**config.mk**
```make
export PLATFORM = sky130hd
export DESIGN_NAME = blink_monitor
export DESIGN_NICKNAME = d
export VERILOG_FILES = /design/src/rtl/blink_monitor.sv
export SDC_FILE = /design/constraint.sdc
export NUM_CORES = 1
export LEC_CHECK = 0
export BUFFER_PORTS_ARGS = -buffer_cell sky130_fd_sc_hd__buf_2
export CORE_ASPECT_RATIO = 1.5
export CORE_MARGIN = 3
export CORE_UTILIZATION = 50
export CTS_CLUSTER_SIZE = 40
export DETAILED_ROUTE_END_ITERATION = 6
export GPL_TIMING_DRIVEN = 1
export PLACE_DENSITY = 0.79
export SLEW_MARGIN = 15
export SYNTH_ARGS = -nofsm -noshare
export SYNTH_HDL_FRONTEND = slang
export SYNTH_SLANG_ARGS = --single-unit
```
**constraint.sdc**
```tcl
create_clock -name clk -period 4.04 [get_ports clk]
set_clock_uncertainty 0.15 [all_clocks]
set_input_delay 0.808 -clock clk [delete_from_list [all_inputs] [get_ports clk]]
set_output_delay 0.808 -clock clk [all_outputs]
set_load 0.02 [all_outputs]
```
**src/rtl/blink_monitor.sv**
```systemverilog
// Checker for a blink generator: measures the interval between light toggles,
// declares lock after LOCK_N in-tolerance intervals and latches a sticky fault.
module blink_monitor #(
    parameter int unsigned EXP_HALF = 25,
    parameter int unsigned TOL      = 1,
    parameter int unsigned LOCK_N   = 2,
    parameter int unsigned CNT_W    = 8,
    parameter int unsigned TOG_W    = 16
) (
    input  logic             clk,
    input  logic             rst,
    input  logic             light,
    input  logic             enable,
    input  logic             clear_err,
    output logic             edge_stb,
    output logic             locked,
    output logic             fault,
    output logic [CNT_W-1:0] half_period,
    output logic [TOG_W-1:0] toggles
);

    localparam int unsigned GOOD_W = (LOCK_N > 1) ? $clog2(LOCK_N) : 1;
    localparam logic [CNT_W:0]    MEAS_MIN = (CNT_W+1)'(EXP_HALF - TOL);
    localparam logic [CNT_W:0]    MEAS_MAX = (CNT_W+1)'(EXP_HALF + TOL);
    localparam logic [CNT_W-1:0]  CNT_TMO  = CNT_W'(EXP_HALF + TOL);
    localparam logic [CNT_W-1:0]  CNT_MAX  = '1;
    localparam logic [GOOD_W-1:0] GOOD_LST = GOOD_W'(LOCK_N - 1);

    typedef enum logic [2:0] {
        S_IDLE,
        S_ARM,
        S_TRACK,
        S_LOCKED,
        S_FAULT
    } state_e;

    state_e             state_q, state_d;
    logic               light_q;
    logic [CNT_W-1:0]   cnt_q, cnt_d;
    logic [GOOD_W-1:0]  good_q, good_d;
    logic               edge_stb_q, edge_stb_d;
    logic               locked_q, locked_d;
    logic               fault_q, fault_d;
    logic [CNT_W-1:0]   half_period_q, half_period_d;
    logic [TOG_W-1:0]   toggles_q, toggles_d;

    logic               edge_c;
    logic [CNT_W:0]     meas_c;
    logic               in_range_c;
    logic               timeout_c;

    assign edge_c     = (light != light_q);
    assign meas_c     = {1'b0, cnt_q} + (CNT_W+1)'(1);
    assign in_range_c = (meas_c >= MEAS_MIN) && (meas_c <= MEAS_MAX);
    assign timeout_c  = !edge_c && (cnt_q == CNT_TMO);

    // Next-state, interval counter and statistics.
    always_comb begin
        state_d       = state_q;
        good_d        = good_q;
        half_period_d = half_period_q;
        toggles_d     = toggles_q;
        edge_stb_d    = edge_c;
        if (edge_c) begin
            cnt_d = '0;
        end else if (cnt_q == CNT_MAX) begin
            cnt_d = cnt_q;
        end else begin
            cnt_d = cnt_q + CNT_W'(1);
        end

        if (!enable) begin
            state_d   = S_IDLE;
            cnt_d     = '0;
            good_d    = '0;
            toggles_d = '0;
        end else begin
            case (state_q)
                S_IDLE: begin
                    state_d   = S_ARM;
                    cnt_d     = '0;
                    good_d    = '0;
                    toggles_d = '0;
                end
                S_ARM: begin
                    if (edge_c) begin
                        toggles_d = toggles_q + TOG_W'(1);
                        state_d   = S_TRACK;
                    end
                end
                S_TRACK: begin
                    if (edge_c) begin
                        toggles_d     = toggles_q + TOG_W'(1);
                        half_period_d = meas_c[CNT_W-1:0];
                        if (!in_range_c) begin
                            good_d = '0;
                        end else if (good_q == GOOD_LST) begin
                            good_d  = '0;
                            state_d = S_LOCKED;
                        end else begin
                            good_d = good_q + GOOD_W'(1);
                        end
                    end else if (timeout_c) begin
                        good_d = '0;
                    end
                end
                S_LOCKED: begin
                    if (edge_c) begin
                        toggles_d     = toggles_q + TOG_W'(1);
                        half_period_d = meas_c[CNT_W-1:0];
                        if (!in_range_c) begin
                            state_d = S_FAULT;
                        end
                    end else if (timeout_c) begin
                        state_d = S_FAULT;
                    end
                end
                S_FAULT: begin
                    if (edge_c) begin
                        toggles_d     = toggles_q + TOG_W'(1);
                        half_period_d = meas_c[CNT_W-1:0];
                    end
                    // Clearing wins over the edge: the edge is counted but does not arm.
                    if (clear_err) begin
                        state_d = S_ARM;
                        good_d  = '0;
                    end
                end
                default: begin
                    state_d = S_IDLE;
                end
            endcase
        end

        locked_d = (state_d == S_LOCKED);
        fault_d  = (state_d == S_FAULT);
    end

    // State and output registers; light_q tracks light even in reset.
    always_ff @(posedge clk) begin
        light_q <= light;
        if (rst) begin
            state_q       <= S_IDLE;
            cnt_q         <= '0;
            good_q        <= '0;
            edge_stb_q    <= 1'b0;
            locked_q      <= 1'b0;
            fault_q       <= 1'b0;
            half_period_q <= '0;
            toggles_q     <= '0;
        end else begin
            state_q       <= state_d;
            cnt_q         <= cnt_d;
            good_q        <= good_d;
            edge_stb_q    <= edge_stb_d;
            locked_q      <= locked_d;
            fault_q       <= fault_d;
            half_period_q <= half_period_d;
            toggles_q     <= toggles_d;
        end
    end

    assign edge_stb    = edge_stb_q;
    assign locked      = locked_q;
    assign fault       = fault_q;
    assign half_period = half_period_q;
    assign toggles     = toggles_q;

endmodule
```
==> results.sh <==
export IMPL_grt_max_degree=26
export IMPL_ir_worst_vdd_mv=0.3095
export IMPL_ant_nets=0
export IMPL_ys_seq_elements=40
export IMPL_cts_setup_buffers=0
export IMPL_area_growth_pct=14.02
export IMPL_post_route_drc_count=0
export IMPL_maxSlewViolCount=0
export IMPL_cts_tree="yes"
export IMPL_cellPowerDensity_nw_per_um2=355.8
export IMPL_wl_met2_um=2071
export IMPL_rsz0062_at_grt="false"
export IMPL_cts_repair_resized=0
export IMPL_worst_pin_slew_ns=1.030
export IMPL_r2r_cells=4
export IMPL_synth_edf_count=0
export IMPL_die_w_um=56.23
export IMPL_place_area_um2=2049
export IMPL_first_global_vias=1600
export IMPL_gp_congestion=0.8470
export IMPL_p_total_mw=0.7675
export IMPL_synth_top_area_share_pct=42.33
export IMPL_root_buffer="clkbuf_8"
export IMPL_numCtsBuffers=5
export IMPL_r2r_start="state_q[0]"
export IMPL_syn_nets=225
export IMPL_holdPathStages=2
export IMPL_track_usage_pct=20.12
export IMPL_rrSetupSlack_ns=1.88
export IMPL_grt_pass1_wl_um=7196
export IMPL_syn_instance_count=217
export IMPL_routed_wl_met3_um=201
export IMPL_hold_class="flop to flop"
export IMPL_cts_hold_buf=0
export IMPL_globalRouteOverflowTotal=0
export IMPL_vias=1726
export IMPL_setup_viol=0
export IMPL_fin_crit_sh_pct=56.52
export IMPL_ys_warn_count=0
export IMPL_htreeDepth=2
export IMPL_utilization_pct=61.40
export IMPL_holdWs_ns=0.3331
export IMPL_die_y_um=81.34
export IMPL_synth_area_um2=1892
export IMPL_numPortBuffers=31
export IMPL_wl_per_cell_um=14.24
export IMPL_worst_slack_ns=1.757
export IMPL_diodes=0
export IMPL_dp_slack_ns=1.468
export IMPL_setup_tns_ns=0
export IMPL_clock_latency_ns=0.29
export IMPL_max_freq_mhz=437.9
export IMPL_clk_pin_slew_ns=0.08
export IMPL_start_util_pct=53.85
export IMPL_cp_end_kind="flop"
export IMPL_totalWireLength_um=4086
export IMPL_cts_num_sinks=40
export IMPL_viasPerCell=6.014
export IMPL_fill_cells=316
export IMPL_clockBufferDepth=2
export IMPL_worstHoldEndpoint="toggles[15]"
export IMPL_r2r_end="toggles[10]"
export IMPL_finalCriticalPeriod_ns=2.283
export IMPL_antenna_found_initial=0
export IMPL_top_level_ports=32
export IMPL_hold_viol_final=0
export IMPL_synth_area_top_cells="dfxtp_1 (42%), a21oi_1 (6.6%), o31ai_1 (4.4%), or4_1 (4.4%), xnor2_1 (3.7%)"
export IMPL_finalNetCount=252
export IMPL_ys_seq_area_share_pct=42.33
export IMPL_drt_met1_wl_um=1685
export IMPL_post_synth_cell_area_avg_um2=8.718
export IMPL_dp_hpwl_um=2972
export IMPL_critical_path_arrival_ns=2.35
export IMPL_power_leakage_nw=0.7754
export IMPL_outcome="finished, final reports clean"
export IMPL_routed_top_layer="met4"
export IMPL_post_place_cells=279
export IMPL_rows=26
export IMPL_cp_data_required_time_ns=4.11
export IMPL_fp_coreArea_um2=3513
export IMPL_yosysTopAreaCell="dfxtp_1"
export IMPL_cap_viol_max_count=0
export IMPL_die_area_um2=4573
export IMPL_design_area_um2=2157
export IMPL_ys_async_sr_fraction_pct=0
export IMPL_drtIter0Drc=70
export IMPL_path_max_fanout=25
export IMPL_stdcell_count=287
export IMPL_drive_gt1_share_pct=17.55
export IMPL_first_pass_iters=4
export IMPL_slew_headroom_pct=30.90
export IMPL_ys_flop_type="dfxtp_1"
export IMPL_cp_start_kind="input port"
export IMPL_crit_type="input port to flop"
export IMPL_hold_start="toggles[15]"
export IMPL_ys_types=42
==> per-layer routing <==
layer  track usage (%)  up-vias
met5                 0        -
met4             12.59        0
met3             5.723       11
met2             34.66       46
met1             21.59      807
li1                  -      862
==> cell usage in the layout, fill, tap and decap left out, types with 4 or more instances in the layout <==
| cell type | Yosys | final |
|---|---|---|
| or4_1 | 11 | 11 |
| dfxtp_1 | 40 | 40 |
| nand4_1 | 6 | 6 |
| o31ai_1 | 11 | 11 |
| a211oi_1 | 8 | 8 |
| clkbuf_8 | 0 | 5 |
| xnor2_1 | 8 | 8 |
| nand3_1 | 11 | 11 |
| nor2_1 | 16 | 16 |
| a21oi_1 | 25 | 25 |
| nand2_1 | 15 | 15 |
| buf_2 | 1 | 31 |
| inv_1 | 5 | 5 |
| o22ai_1 | 4 | 4 |
==> worst max-delay path, stage by stage <==
cell     delay (ns)
buf_2          0.12
xor2_2         0.36
a21oi_2        0.31
or4_1          0.58
a21oi_1        0.16
==> registers in the layout, summed over array words and instances (netlist names) <==
signal       flops
edge_stb         1
good_q           1
light_q          1
cnt_q            8
locked           1
state_q          3
toggles         16
half_period      8
fault            1
==> area by class of cell <==
type / count / area [um^2] / area share (%)
Sequential cell: 40 / 800.8 / 37.12
Tap cell: 42 / 52.55 / 2.436
Timing Repair Buffer: 31 / 155.1 / 7.193
Clock inverter: 2 / 35.03 / 1.624
Inverter: 5 / 18.77 / 0.8701
Multi-Input combinational cell: 161 / 1022 / 47.39
Clock buffer: 6 / 72.57 / 3.364
==> how the worst max path moves through the flow <==
stage                from  depth (start not counted)  slack [ns]           to
floorplan           light                          5        1.84  toggles[13]
global placement    light                          5        1.53   toggles[8]
detailed placement  light                          5        1.47  toggles[10]
CTS                 light                          5        1.76  toggles[10]
global route        light                          5        1.62  toggles[10]
finish              light                          5        1.76  toggles[10]
==> synth_stat cells, drive strengths merged (4+ instances only) <==
master	count
nand2	15
dfxtp	40
o31ai	11
xnor2	8
o21ai	4
nand3	11
inv	5
clkbuf	9
or4	11
nand4	6
nor2	16
a21oi	26
o22ai	4
a211oi	8
xor2	4
==> power breakdown <==
group,leakage (nW),switching (mW),internal (mW),total (mW)
clock network,0.0552,0.137,0.183,0.320
registers,0.323,0.00512,0.398,0.403
logic,0.397,0.0296,0.0149,0.0445
==> logic make-up (layout without fill, tap and decap cells) <==
logic type,Yosys count,count (layout),synth area share [%]
multiplexers,4,4,2.183
XOR/XNOR,12,12,5.953
flip-flops,40,40,42.33
AO/OA/AOI/OAI,61,61,20.83
buffers and inverters,16,44,3.637
adder cells (fa/ha/maj),3,3,1.984
AND/OR/NAND/NOR,81,81,23.08
Power figures use the tool's default switching activity.
